**src/rtl/seg_enc_pkg.sv**
```systemverilog
// Shared constants for the segment pattern encoder: digit segment patterns, report codes,
// bus widths and the report FSM state type.
package seg_enc_pkg;

    localparam int unsigned SegW  = 15;
    localparam int unsigned CodeW = 4;

    localparam logic [SegW-1:0] SEG_DIGIT_0 = 15'h0C3F;
    localparam logic [SegW-1:0] SEG_DIGIT_1 = 15'h0406;
    localparam logic [SegW-1:0] SEG_DIGIT_2 = 15'h00DB;
    localparam logic [SegW-1:0] SEG_DIGIT_3 = 15'h00CF;
    localparam logic [SegW-1:0] SEG_DIGIT_4 = 15'h00E6;
    localparam logic [SegW-1:0] SEG_DIGIT_5 = 15'h00ED;
    localparam logic [SegW-1:0] SEG_DIGIT_6 = 15'h00FD;
    localparam logic [SegW-1:0] SEG_DIGIT_7 = 15'h1401;
    localparam logic [SegW-1:0] SEG_DIGIT_8 = 15'h00FF;
    localparam logic [SegW-1:0] SEG_DIGIT_9 = 15'h00EF;
    localparam logic [SegW-1:0] SEG_BLANK   = 15'h0000;

    localparam logic [CodeW-1:0] CODE_INVALID = 4'hE;
    localparam logic [CodeW-1:0] CODE_BLANK   = 4'hF;

    typedef enum logic {
        StIdle,
        StHold
    } seg_enc_state_e;

endpackage

```
**src/rtl/segment_pattern_encoder_if.sv**
```systemverilog
// Monitored segment bus plus the report handshake between encoder (slave) and consumer
// (master).
interface segment_pattern_encoder_if;
    import seg_enc_pkg::*;

    logic [SegW-1:0]  segment_in;
    logic [CodeW-1:0] code_out;
    logic             code_error;
    logic             code_valid;
    logic             code_ready;
    logic             overrun;
    logic             overrun_clr;

    modport slave (
        input  segment_in, code_ready, overrun_clr,
        output code_out, code_error, code_valid, overrun
    );

    modport master (
        output segment_in, code_ready, overrun_clr,
        input  code_out, code_error, code_valid, overrun
    );

endinterface

```
**src/rtl/seg_pattern_lookup.sv**
```systemverilog
// Combinational segment pattern to digit code decode; exact match on all 15 bits.
// SEG_ENC_BLANK_EN makes the all-off pattern a valid blank code instead of an error.
module seg_pattern_lookup
    import seg_enc_pkg::*;
(
    input  logic [SegW-1:0]  i_pattern,
    output logic [CodeW-1:0] o_code,
    output logic             o_error
);

    always_comb begin
        o_code  = CODE_INVALID;
        o_error = 1'b1;
        case (i_pattern)
            SEG_DIGIT_0: begin o_code = 4'd0; o_error = 1'b0; end
            SEG_DIGIT_1: begin o_code = 4'd1; o_error = 1'b0; end
            SEG_DIGIT_2: begin o_code = 4'd2; o_error = 1'b0; end
            SEG_DIGIT_3: begin o_code = 4'd3; o_error = 1'b0; end
            SEG_DIGIT_4: begin o_code = 4'd4; o_error = 1'b0; end
            SEG_DIGIT_5: begin o_code = 4'd5; o_error = 1'b0; end
            SEG_DIGIT_6: begin o_code = 4'd6; o_error = 1'b0; end
            SEG_DIGIT_7: begin o_code = 4'd7; o_error = 1'b0; end
            SEG_DIGIT_8: begin o_code = 4'd8; o_error = 1'b0; end
            SEG_DIGIT_9: begin o_code = 4'd9; o_error = 1'b0; end
`ifdef SEG_ENC_BLANK_EN
            SEG_BLANK:   begin o_code = CODE_BLANK; o_error = 1'b0; end
`endif
            default: ;
        endcase
    end

endmodule

```
**src/rtl/segment_pattern_encoder.sv**
```systemverilog
// Display readback monitor: reports a segment pattern once stable for STABLE_CYCLES samples.
// Optional SEG_ENC_BLANK_EN (in seg_pattern_lookup) reports the all-off bus as blank.
module segment_pattern_encoder
    import seg_enc_pkg::*;
#(
    parameter int unsigned STABLE_CYCLES = 4
) (
    input logic                      clk,
    input logic                      rst_n,
    segment_pattern_encoder_if.slave bus
);

    localparam int unsigned     CntW   = $clog2(STABLE_CYCLES + 1);
    localparam logic [CntW-1:0] CntMax = CntW'(STABLE_CYCLES);

    logic [SegW-1:0]  r_seg;
    logic [CntW-1:0]  r_cnt;
    logic             r_armed;
    logic [SegW-1:0]  r_last;
    logic             r_last_vld;
    seg_enc_state_e   r_state;
    logic [CodeW-1:0] r_code;
    logic             r_error;
    logic             r_valid;
    logic             r_overrun;

    logic [CntW-1:0]  w_cnt_nxt;
    logic             w_event;
    logic             w_drop;
    logic [CodeW-1:0] w_code;
    logic             w_error;

    seg_pattern_lookup u_lookup (
        .i_pattern (r_seg),
        .o_code    (w_code),
        .o_error   (w_error)
    );

    always_comb begin
        w_cnt_nxt = '0;
        if (bus.segment_in == r_seg) begin
            w_cnt_nxt = (r_cnt == CntMax) ? CntMax : r_cnt + CntW'(1);
        end
    end

    // r_armed makes the event one-shot per stable pattern, even when the report was dropped.
    assign w_event = (r_cnt == CntMax) && r_armed && (!r_last_vld || (r_seg != r_last));
    assign w_drop  = (r_state == StHold) && w_event && !bus.code_ready;

    always_ff @(posedge clk or negedge rst_n) begin
        if (!rst_n) begin
            r_seg      <= '0;
            r_cnt      <= '0;
            r_armed    <= 1'b1;
            r_last     <= '0;
            r_last_vld <= 1'b0;
            r_state    <= StIdle;
            r_code     <= '0;
            r_error    <= 1'b0;
            r_valid    <= 1'b0;
            r_overrun  <= 1'b0;
        end else begin
            r_seg <= bus.segment_in;
            r_cnt <= w_cnt_nxt;
            if (w_cnt_nxt == '0) begin
                r_armed <= 1'b1;
            end else if (w_event) begin
                r_armed <= 1'b0;
            end
            if (w_drop) begin
                r_overrun <= 1'b1;
            end else if (bus.overrun_clr) begin
                r_overrun <= 1'b0;
            end
            case (r_state)
                StIdle: begin
                    if (w_event) begin
                        r_code     <= w_code;
                        r_error    <= w_error;
                        r_valid    <= 1'b1;
                        r_last     <= r_seg;
                        r_last_vld <= 1'b1;
                        r_state    <= StHold;
                    end
                end
                StHold: begin
                    // Accept and a new event together: swap in the new report, stay in hold.
                    if (bus.code_ready) begin
                        if (w_event) begin
                            r_code     <= w_code;
                            r_error    <= w_error;
                            r_last     <= r_seg;
                            r_last_vld <= 1'b1;
                        end else begin
                            r_valid <= 1'b0;
                            r_state <= StIdle;
                        end
                    end
                end
                default: r_state <= StIdle;
            endcase
        end
    end

    assign bus.code_out   = r_code;
    assign bus.code_error = r_error;
    assign bus.code_valid = r_valid;
    assign bus.overrun    = r_overrun;

endmodule

```
**src/flat_wrapper.sv**
```systemverilog
// flat-port wrapper written by rule: the top's interface ports become plain ports
module segment_pattern_encoder_flat import seg_enc_pkg::*;
#(
    parameter int unsigned STABLE_CYCLES = 4
)
  (clk, rst_n, bus_segment_in, bus_code_ready, bus_overrun_clr, bus_code_out, bus_code_error, bus_code_valid, bus_overrun);
  segment_pattern_encoder_if bus_i ();
  input logic clk;
  input logic rst_n;
  input wire logic [$bits(bus_i.segment_in)-1:0] bus_segment_in;
  input wire logic [$bits(bus_i.code_ready)-1:0] bus_code_ready;
  input wire logic [$bits(bus_i.overrun_clr)-1:0] bus_overrun_clr;
  output wire logic [$bits(bus_i.code_out)-1:0] bus_code_out;
  output wire logic [$bits(bus_i.code_error)-1:0] bus_code_error;
  output wire logic [$bits(bus_i.code_valid)-1:0] bus_code_valid;
  output wire logic [$bits(bus_i.overrun)-1:0] bus_overrun;
  assign bus_i.segment_in = bus_segment_in;
  assign bus_i.code_ready = bus_code_ready;
  assign bus_i.overrun_clr = bus_overrun_clr;
  assign bus_code_out = bus_i.code_out;
  assign bus_code_error = bus_i.code_error;
  assign bus_code_valid = bus_i.code_valid;
  assign bus_overrun = bus_i.overrun;
  segment_pattern_encoder #(.STABLE_CYCLES(STABLE_CYCLES)) u_core (.clk(clk), .rst_n(rst_n), .bus(bus_i));
endmodule
```
**config.mk**
```make
export PLATFORM = sky130hd
export DESIGN_NAME = segment_pattern_encoder_flat
export DESIGN_NICKNAME = d
export VERILOG_FILES = /design/src/rtl/seg_enc_pkg.sv /design/src/rtl/segment_pattern_encoder_if.sv /design/src/rtl/seg_pattern_lookup.sv /design/src/rtl/segment_pattern_encoder.sv /design/src/flat_wrapper.sv
export SDC_FILE = /design/constraint.sdc
export NUM_CORES = 1
export LEC_CHECK = 0
export ABC_AREA = 1
export CAP_MARGIN = 20
export CORE_MARGIN = 4
export CORE_UTILIZATION = 56
export CTS_BUF_LIST = sky130_fd_sc_hd__clkbuf_8 sky130_fd_sc_hd__clkbuf_16
export DETAILED_ROUTE_END_ITERATION = 16
export PLACE_DENSITY = 0.77
export SYNTH_ARGS = -nofsm -noshare
export SYNTH_HDL_FRONTEND = slang
export SYNTH_SLANG_ARGS = --single-unit
```
**constraint.sdc**
```tcl
create_clock -name clk -period 1.9 [get_ports clk]
set_input_delay 0.38 -clock clk [delete_from_list [all_inputs] [get_ports clk]]
set_output_delay 0.38 -clock clk [all_outputs]
set_load 0.02 [all_outputs]
```
# Word-level counts from Yosys, hierarchy flattened
# Cells that the tools add are included.
# word_totals
romBits	0
elab_cells	67
inputBits	19
n_memories	0
output_inout_bits	7
ram_bits	0
latchBits	0
ff_bits	43
# classes
n_eq_ne	16
n_div	0
n_shift	0
n_addsub	1
multipliers	0
bitwise_logic	1
n_reduce_logical	12
n_lt_le_gt_ge	0
n_mux	27
# op_table
cell	count
$eq 15x8->1 const B	7
$pmux 4 s10	1
$mux 15	2
$pmux 15 s2	1
$eq 15x11->1 const B	1
$eq 15x12->1 const B	1
$eq 15x13->1 const B	1
$eq 15x15->1	1
$ne 15x15->1	1
$mux 1	14
$reduce_or 10->1	1
$mux 4	2
$pmux 1 s2	4
$pmux 4 s2	1
$mux 3	2
$logic_and 1x1->1	4
$ne 2x2->1 const B	2
$reduce_bool 2->1	2
$add 3x1->3 const B	1
$eq 3x3->1 const B	1
$logic_not 3->1	1
$reduce_and 3->1	1
$logic_not 1->1	2
$ne 2x1->1 const B	1
other kinds (2)	2

# Logic depth before layout (Yosys ltp)
# depth
word_depth	6
depth_mapped	14
depth_no_buf	13

# By module
# From an unflattened synthesis, not the netlist that was laid out.
# unflattened
hier_cells	374
area_unflattened_um2	2532.4
# by_module_without_submodules
module	area_per_inst_um2	seq_area_each_um2	cells_per_inst	n_inst
segment_pattern_encoder	2183.3	1077.3	301	1
seg_pattern_lookup	349.1	0.0	73	1

# Worst setup path after synthesis
# OpenSTA, ideal clock, no wires.
# synth_timing
kind	flip-flop to flip-flop
startpoint	register u_core.r_seg[3]
endpoint	register u_core.r_valid, in the netlist u_core.bus.code_valid
stages_incl_launch_ff	14
setup_ns	0.127
n_path_buf	1
required_time_ns	1.773
setup_slack_ns	0.297
synth_period_minus_slack_ns	1.603
t_arrival_ns	1.476
cell_sequence	dfrtp_1 > buf_2 > nand2_1 > nand2_1 > nor2_1 > nand2_1 > nor2_1 > nand2_2 > nand2_1 > inv_1 > ha_1 > nand2_1 > nand2_1 > o21ai_0
# synth_between
elab_chain_len	5
elab_cells_between_ends	6
classes_between	eq/ne (3); reduce/logical (3)
# synth_lines
item	line_no	source
start, declared	segment_pattern_encoder.sv:16	logic [SegW-1:0] r_seg;
start signal, assigned	segment_pattern_encoder.sv:63	r_seg <= bus.segment_in;
$ne 15x15->1 *	segment_pattern_encoder.sv:47	assign w_event = (r_cnt == CntMax) && r_armed && (!r_last_vld || (r_seg != r_last));
$logic_or 1x1->1 *	segment_pattern_encoder.sv:47	
$logic_and 1x1->1 *	segment_pattern_encoder.sv:47	
$ne 2x2->1 (no source line) / $ne 2x1->1 (equally long branches)	-	
$reduce_and 3->1 (no source line) *	-	
end signal, assigned	segment_pattern_encoder.sv:60	r_valid <= 1'b0;
end signal, assigned	segment_pattern_encoder.sv:80	r_valid <= 1'b1;
end signal, assigned	segment_pattern_encoder.sv:95	r_valid <= 1'b0;
end, declared	segment_pattern_encoder.sv:24	logic r_valid;
# Every way passes the cells marked *; elsewhere a longest branch is shown, timed or not.
# A chain may end at the register's enable or synchronous reset.

# Worst setup path in the final report
# layout_timing
startpoint	register u_core.r_seg[0]
endpoint	register u_core.r_valid, in the netlist u_core.bus.code_valid
# The elaborated chain is that of the path after synthesis.

==> flow_metrics.tcl <==
set metrics [dict create \
    status "completed" \
    synth_fp_nets 327 \
    ios 26 \
    port_buffers 25 \
    ant_nets 0 \
    slew_headroom_pct 67.3 \
    rows 23 \
    diodes 0 \
    initial_core_util_pct 58.0 \
    hold_violations 0 \
    peakVddDrop_v 0.000508 \
    cp.arrival_ns 1.96 \
    synthTopCellsByArea "dfrtp_1 45%, nand2_1 17%, nor2_1 6.9%, inv_1 5.6%, xnor2_1 5.6%" \
    ys.warnings.count 0 \
    synthCells 305 \
    fmax_ghz 0.563 \
    max_stage_delay_ns 0.44 \
    cts_buffer_depth 2 \
    cts_tree "done" \
    grt_overflow 0 \
    pre_cts_slack_ns 0.105 \
    swShare_pct 24.8 \
    seq_area_frac_synth_pct 46.1 \
    leakagePower_nw 1.34 \
    n_fill_cell 341 \
    setup_viol_count_final 0 \
    track_usage_pct 19.4 \
    layout_commonest_cell "nand2_1" \
    layout-drive-gt1-share_pct 12.1 \
    htree_levels 2 \
    grt_max_degree 24 \
    tns_ns 0 \
    worst_path_max_delay_cell "dfrtp_1" \
    gp_congestion 0.860 \
    syn_area_um2 2330 \
    root_buffer "clkbuf_8" \
    start_kind "flop" \
    synth_top_area_share_pct 45.0 \
    rsz0062_at_grt "false" \
    grt_pass1_wl_um 7860 \
    drtIter0Drc 113 \
    cp_max_fo 5 \
    hp-class "input port to asynchronous set/reset pin" \
    path_cells "inv_2, nand2_1, nand2_1, nor2_1, nand2_1, nor2_1, nand2_2, nand2_1, inv_1, ha_1, nand2_1, nand2_1, o21ai_0" \
    worst-path-buf-inv 2 \
    ys_ff_latch 43 \
    p_sw_w 0.000418 \
    combPwrFrac_pct 10.6 \
    maxCapViolCount 0 \
    layout.nets 359 \
    final_cell_mix "107 x nand2_1, 43 x nor2_1, 37 x inv_1" \
    finalWorstSetupSlack_ns 0.123 \
    cts.sinks 43 \
    first_pass_iters 4 \
    finalMaxSlewViolations 0 \
    synth.distinct_cells 28 \
    worstMarginPinSlew_ns 0.490 \
    yosysTopAreaCell "dfrtp_1" \
    dieWidth_um 72.6 \
    routed_via_density 4.80 \
    worst_ep_required_time_ns 2.08 \
    syn_avg_cell_area_um2 7.65 \
    drc 0 \
    die_area_um2 5270 \
    min_period_ns 1.78 \
    intPower_w 0.00127 \
    antenna_found_initial 0 \
    clk_latency_ns 0.30 \
    wirelength_um 4420 \
    crit_family "simple AND/OR/NAND/NOR gates" \
    vias 1863 \
    end_kind "flop" \
    grt_pass1_vias 1801 \
    postCtsHoldBufs 0 \
    clk_pin_slew_worst_paths_ns 0.08 \
    area_growth_pct 17.6 \
    clock_skew_ns 0.00565 \
    powerDensity_nw_per_um2 615 \
    dieHeight_um 72.6 \
    worst-setup-path-type "flop to flop" \
    p_seq_share_pct 56.9 \
    holdWs_ns 0.0348 \
    fin_crit_sh_pct 93.5 \
    pwr-share-clk_pct 32.5 \
    cpMostUsedCell "nand2_1" \
    dp_hpwl_um 3420 \
    routedWlPerCell_um 11.4 \
    coreArea_um2 4030 \
    cts_buffers 5 \
]
## cell families after synthesis
logic type	after synthesis	synth area share [%]
fa+ha+maj	3	1.61
buf+inv	48	9.38
compound gates	28	7.88
xor+xnor	17	6.38
flops	43	46.1
simple gates	166	28.6
## worst register-to-register path, stage by stage, from the launching register on
cell and delay, ns:
dfrtp_1 0.44, inv_2 0.06, nand2_1 0.06, nand2_1 0.04, nor2_1 0.12, nand2_1 0.09
nor2_1 0.14, nand2_2 0.09, nand2_1 0.10, inv_1 0.05, ha_1 0.27, nand2_1 0.06
nand2_1 0.06, o21ai_0 0.07
## what timing repair did
item / CTS / global route
buffers inserted: 0 / 2
resized for setup: 0 / 6
setup endpoints to repair: 0 / 1
## area by class of cell
class / count / area, µm² / share of cell area, %
Sequential cell: 43 / 1080 / 39.5
Multi-Input combinational cell: 214 / 1040 / 37.8
Timing Repair Buffer: 32 / 323 / 11.8
Inverter: 41 / 156 / 5.69
Clock buffer: 5 / 68.8 / 2.51
Tap cell: 50 / 62.6 / 2.28
Clock inverter: 3 / 12.5 / 0.456
## sequential cells by signal, indices dropped and copies added (netlist names)
register               flops
u_core.bus.overrun         1
u_core.r_last_vld          1
u_core.bus.code_out        4
u_core.r_last             15
u_core.r_armed             1
u_core.bus.code_valid      1
u_core.r_state             1
u_core.bus.code_error      1
u_core.r_seg              15
u_core.r_cnt               3
## power groups by stage
stage	combinational [W]	clock [W]	sequential, W
floorplan	0.0000885	0	0.000972
global placement	0.000174	0	0.000977
detailed placement	0.000177	0	0.000978
CTS	0.000178	0.000570	0.000960
global route	0.000200	0.000604	0.000965
finish	0.000178	0.000549	0.000961
## worst paths after layout
check | from | end | slack, ns | cells after the start
setup / recovery | u_core.r_seg[0]$_DFF_PN0_ | u_core.bus.code_valid$_DFFE_PN0P_ | 0.12 | 13
hold / removal | rst_n | u_core.r_last[12]$_DFFE_PN0P_ | 0.03 | 1
setup reg to reg | u_core.r_seg[0]$_DFF_PN0_ | u_core.bus.code_valid$_DFFE_PN0P_ | 0.12 | 13
hold reg to reg | u_core.r_last_vld$_DFFE_PN0P_ | u_core.r_last_vld$_DFFE_PN0P_ | 0.47 | 1
max in group asynchronous | rst_n | u_core.r_armed$_DFFE_PN1P_ | 1.30 | 2
min in group clk | u_core.r_last_vld$_DFFE_PN0P_ | u_core.r_last_vld$_DFFE_PN0P_ | 0.47 | 1
## cell usage after synthesis
| master | n |
|---|---|
| nand2_1 | 107 |
| nor2_1 | 43 |
| dfrtp_1 | 42 |
| inv_1 | 35 |
| xnor2_1 | 15 |
| o21ai_2 | 10 |
| o21ai_0 | 9 |
| nand3_1 | 6 |
| o21ai_1 | 6 |
| inv_2 | 5 |
| ha_1 | 3 |
| nand4_1 | 3 |
| buf_2 | 2 |
| buf_4 | 2 |
| buf_6 | 2 |
| nor3_1 | 2 |
| xor2_1 | 2 |
| a21oi_1 | 1 |
| buf_8 | 1 |
| dfstp_2 | 1 |
| inv_4 | 1 |
| nand2_2 | 1 |
| nand3_2 | 1 |
| nand3_4 | 1 |
| nor2_2 | 1 |
| o2111ai_1 | 1 |
| o211ai_1 | 1 |
| or2_1 | 1 |
## routing by layer
metal / global-route usage [%] / wire (µm) / vias to the layer above
li1: - / - / 993
met3: 4.68 / 176 / 10
met2: 31.3 / 2060 / 34
met5: 0 / 0 / -
met1: 24.7 / 2070 / 826
met4: 8.40 / 110 / 0
## stage by stage
stage | total power [W] | area (µm²) | instances | util, %
CTS | 0.00171 | 2720 | 386 | 67.6
floorplan | 0.00106 | 2330 | 305 | -
global route | 0.00177 | 2750 | 388 | 68.2
global placement | 0.00115 | 2640 | 378 | 65.6
detailed placement | 0.00116 | 2640 | 378 | 65.6
finish | 0.00169 | 2750 | 388 | 68.2
Note: power is estimated with default switching activity, not from simulation.
==> variant 1 (same flow settings) <==
Add a define of `SEG_ENC_BLANK_EN`.
--- a/src/rtl/seg_pattern_lookup.sv
+++ b/src/rtl/seg_pattern_lookup.sv
@@ -1,5 +1,7 @@
 // Combinational segment pattern to digit code decode; exact match on all 15 bits.
 // SEG_ENC_BLANK_EN makes the all-off pattern a valid blank code instead of an error.
+`define SEG_ENC_BLANK_EN
+
 module seg_pattern_lookup
     import seg_enc_pkg::*;
 (
Check against the original RTL: not equivalent (a bounded check fails within 10 cycles, from zero or initial values and one cycle with rst_n low).
==> variant 1 against the original RTL <==
- total power is 1.5% higher
- worst setup slack worse by 0.011 ns
- final area hardly changed
- hold slack better by 0.067 ns
- wire length is 7.1% higher
- synthesized area is 1.4% lower
- via count is 1.2% higher
- synthesized cell count is 0.98% lower
- combinational power is 2% higher
- critical path depth stayed put
- utilization is 0.52 points higher
- non-clock buffer count is 2 higher
- sequential cell count stayed put
==> variant 1: results (changes against the original RTL) <==
Run status
  – Status: finished, final reports clean

Synthesis
  – Post-Syn Nets: 324 (-0.92%)
  – Post-synth top cells: nand2_1, nor2_1, dfrtp_1
  – Yosys warns: 0 (unchanged)
  – Synth top area cells: dfrtp_1, nand2_1, nor2_1, xnor2_1, inv_1
  – Mux contribution to synthesized area: 0 (unchanged)
  – Count of cell types in the netlist: 19 (-32%)
  – XOR/XNOR Fraction of Synth Area: 0.0723 (+0.00851)
  – FFs w/ async S/R, synth: 1.00 (unchanged)
  – Syn avg cell area: 7.62 um^2 (-0.41%)
  – Synth Area in Compound Gates: 0.0663 (-0.0125)
  – Seq/Total Area, Yosys: 0.468 (+0.00652)
  – Synth Area in Adders: 0.0163 (+0.000227)

Clock tree
  – Latest clock arrival within the worst-skew pair: 0.30 ns (about the same)
  – CTS Buf Count: 5 (unchanged)
  – H-tree Lvls: 2 (unchanged)
  – CTS Buffer Depth: 2 (unchanged)

GRT
  – All-Layer GR Usage: 0.200 (+0.00664)
  – Global-route wire length before repair: 8.05 mm (+2.5%)
  – Vias in the first global route: 1798 (-0.17%)
  – Pin count of the biggest net entering global routing: 31 (+29%)

Layout
  – Layout cells sized above 1: 0.139 (+0.0178)
  – # diodes: 0 (unchanged)
  – # fillers: 335 (-1.8%)

Placed design
  – Dpl cell area: 2630 um^2 (-0.62%)
  – GPL Wtd Cong: 0.904 (+5.1%)
  – DP HPWL: 3.59 mm (+4.9%)
  – DP Cell Count: 378 (unchanged)
  – I/O Buffers: 25 (unchanged)
  – Worst slack, placed: 0.0468 ns (-0.0579 ns)

Route
  – Routed WL per cell: 12.2 um (+7.1%)
  – DR pass1 iterations: 5 (+1)
  – Via count: 1886 (+1.2%)
  – Initial drt markers: 129 (+14%)

Critical path
  – Critical path peak fanout: 6 (+1)
  – RR Startpoint: u_core.r_seg[1]
  – Crit path DAT: 1.96 ns (about the same)
  – Worst R2R Setup Slack: 0.11 ns

STA
  – Tightest Pin Transition: 0.669 ns (+0.179 ns)
  – Clock skew: 0.0138 ns (+0.00819 ns)
  – Hold WS: 0.102 ns (+0.0674 ns)

Power and ir drop
  – Peak VDD IR: 0.493 mV (-3.0%)
  – Pleak: 1.35 nW (+0.60%)

Worst hold path
  – Worst hold-check path type: in -> async
[variant 1: worst max path at each step]
stage                       endpoint  slack [ns]  cells after the start       startpoint
6_report       u_core.bus.code_valid        0.11                     13  u_core.r_seg[1]
5_1_grt        u_core.bus.code_valid       -0.07                     13  u_core.r_seg[1]
4_1_cts        u_core.bus.code_valid        0.03                     13  u_core.r_seg[1]
3_5_place_dp   u_core.bus.code_valid        0.05                     13  u_core.r_seg[1]
3_3_place_gp   u_core.bus.code_valid        0.12                     13  u_core.r_seg[1]
2_1_floorplan  u_core.bus.code_valid        0.30                     13  u_core.r_seg[2]
[variant 1: final cells by class]
cell class              count  area [um^2]  area share
clock buffers               5         68.8      0.0250
clock inverters             3         16.3     0.00592
inverters                  39          146      0.0533
multi-input cells         214         1040       0.380
flip-flops and latches     43         1080       0.394
well taps                  50         62.6      0.0228
repair buffers             34          325       0.118
[variant 1: logic make-up after synthesis]
kind of cell	Yosys count
AO/OA/AOI/OAI	24
XOR/XNOR	19
adder cells (fa/ha/maj)	3
buffers and inverters	45
flip-flops	43
AND/OR/NAND/NOR	168
[variant 1: power by group]
part	total (mW)	switching, mW	leakage, nW	internal (mW)
clock network	0.570	0.319	0.0453	0.252
registers	0.962	0.0271	0.551	0.935
logic	0.182	0.0934	0.755	0.0886
total	1.71	0.439	1.35	1.28
[variant 1: repair_timing]
action                     in CTS  in global routing
setup buffers                   0                  2
setup endpoints to repair       0                  9
resized for setup               0                 12
hold buffers                    0                  0
[variant 1: critical path, cell delays in order, from the launching register on]
cell,delay [ns]
dfrtp_2,0.43
inv_2,0.07
nand2_1,0.07
o21ai_1,0.07
nor2_1,0.13
nand2_1,0.09
nor2_2,0.12
nand2_2,0.09
nand2_2,0.09
inv_1,0.05
ha_1,0.27
nand2_1,0.07
nand2_1,0.07
o21ai_0,0.07
[variant 1: layer usage]
| layer | share of wire | vias up | GRT usage |
|---|---|---|---|
| li1 | - | 987 | - |
| met1 | 0.46 | 846 | 0.266 |
| met2 | 0.48 | 45 | 0.327 |
| met3 | 0.043 | 8 | 0.0402 |
| met4 | 0.017 | 0 | 0.0689 |
| met5 | 0 | - | 0 |
==> variant 2 (same settings) <==
Made on the original files. Reset style: synchronous (`rst_n`), changed in one clocked block.
--- a/src/rtl/segment_pattern_encoder.sv
+++ b/src/rtl/segment_pattern_encoder.sv
@@ -47,7 +47,7 @@
     assign w_event = (r_cnt == CntMax) && r_armed && (!r_last_vld || (r_seg != r_last));
     assign w_drop  = (r_state == StHold) && w_event && !bus.code_ready;
 
-    always_ff @(posedge clk or negedge rst_n) begin
+    always_ff @(posedge clk) begin
         if (!rst_n) begin
             r_seg      <= '0;
             r_cnt      <= '0;
Function: differs if rst_n is asserted again (counterexample within 10 cycles, from zero or initial values and one cycle with rst_n low); with rst_n held inactive, the same outputs for 10 cycles.
==> variant 2 against the original RTL <==
- sequential cell count is the same
- wire length grew 16%
- critical path depth is the same
- cell count grew 22%
- total power grew 5.0%
- synthesized area grew 9.6%
- clock skew shrank 0.00084 ns
- worst setup slack gained 0.060 ns
- final area grew 6.8%
- combinational power grew 11%
- count of clock-buffer cells in the layout grew 1
- critical path type unchanged
- largest cell class is now multi-input gates
- highest routed layer unchanged
==> variant 2: results (changes against the original RTL) <==
Layout
  – Nets: 441 (+23%)
  – Layout cells sized above 1: 0.181 (+0.0597)

Synthesis
  – Main synth FF type: dfxtp_1
  – Post-Syn Nets: 411 (+26%)
  – Count of cell types in the netlist: 27 (-3.6%)
  – Synth Area in Compound Gates: 0.0733 (-0.00543)
  – Seq/Total Area, Yosys: 0.336 (-0.125)
  – Syn Inst Count: 389 (+28%)
  – FFs w/ async S/R, synth: 0 (-1.00)
  – XOR/XNOR Fraction of Synth Area: 0.0513 (-0.0124)
  – Post-synth top cells: nand2_1, inv_1, nor2_1

STA
  – Clock skew: 0.00481 ns (-0.000840 ns)
  – Crit path time final: 1.72 ns (-0.0599 ns)

Placed design
  – DP HPWL: 3.93 mm (+15%)
  – GPL Wtd Cong: 0.882 (+2.6%)
  – DP Cell Count: 464 (+23%)
  – Worst slack, placed: 0.125 ns (+0.0205 ns)

Route
  – Routed WL per cell: 10.8 um (-5.0%)
  – Initial drt markers: 83 (-27%)

Power and ir drop
  – Logic power comb: 197 uW (+11%)
  – Pleak: 1.33 nW (-0.79%)
  – Peak VDD IR: 0.473 mV (-6.9%)
  – Seq power: 947 uW (-1%)
  – Reg power frac: 0.534 (-0.035)
  – Internal power: 1.31 mW (+3.3%)

GRT
  – Vias in the first global route: 2025 (+12%)
  – Global-route wire length before repair: 8.34 mm (+6.1%)
  – All-Layer GR Usage: 0.190 (-0.00350)

Critical path
  – Worst R2R Setup Slack: 0.18 ns (+0.06 ns)
  – Critical path's slowest cell: dfxtp_1
  – Critical path peak fanout: 4 (-1)

Run status
  – Status: finished, final reports clean
==> variant 2: cell types whose count changed after synthesis, sizes merged, moves of 7 or more <==
cell   before  now
inv        41   75
dfrtp      42    0
dfxtp       0   43
o21ai      25    3
a21oi       1   21
nand2     108  138
buf         7   14
==> variant 2: worst paths after layout <==
path / from / endpoint / cells past startpoint
worst min register to register: u_core.bus.code_valid / u_core.bus.code_valid / 2
worst max-delay path: u_core.r_seg[3] / u_core.bus.code_valid / 13
worst max register to register: u_core.r_seg[3] / u_core.bus.code_valid / 13
worst min-delay path: u_core.bus.code_valid / u_core.bus.code_valid / 2
==> variant 2: metal layers <==
metal | GRT usage | routed length (um) | vias to the layer above
li1 | - | - | 1210
met1 | 0.230 | 2340 | 968
met2 | 0.340 | 2430 | 51
met3 | 0.0356 | 262 | 9
met4 | 0.0583 | 80 | 0
met5 | 0 | 0 | -
==> variant 2: cell type report <==
cell class / instances / area [um^2]
Sequential cell: 43 / 870
Tap cell: 52 / 65.1
Timing Repair Buffer: 39 / 355
Multi-Input combinational cell: 255 / 1260
Clock inverter: 2 / 16.3
Fill cell: 404 / 1450
Inverter: 75 / 284
Clock buffer: 6 / 82.6
==> variant 2: tightest hold or removal path, stage by stage, from the launching register on <==
cell and delay, ns:
dfxtp_1 0.32, nand2_1 0.06, a21oi_1 0.05
==> variant 2: logic make-up (layout without fill, tap and decap cells) <==
group | after synthesis | in the layout
AO/OA/AOI/OAI | 25 | 25
XOR/XNOR | 15 | 15
adder cells (fa/ha/maj) | 3 | 3
buffers and inverters | 91 | 122
flip-flops | 43 | 43
AND/OR/NAND/NOR | 212 | 212
==> variant 2: timing repair <==
action | 4_1_cts | 5_1_grt
gates resized for setup | 0 | 6
setup buffers | 0 | 0
hold endpoints to repair | 0 | 0
endpoints found under the setup margin | 0 | 1
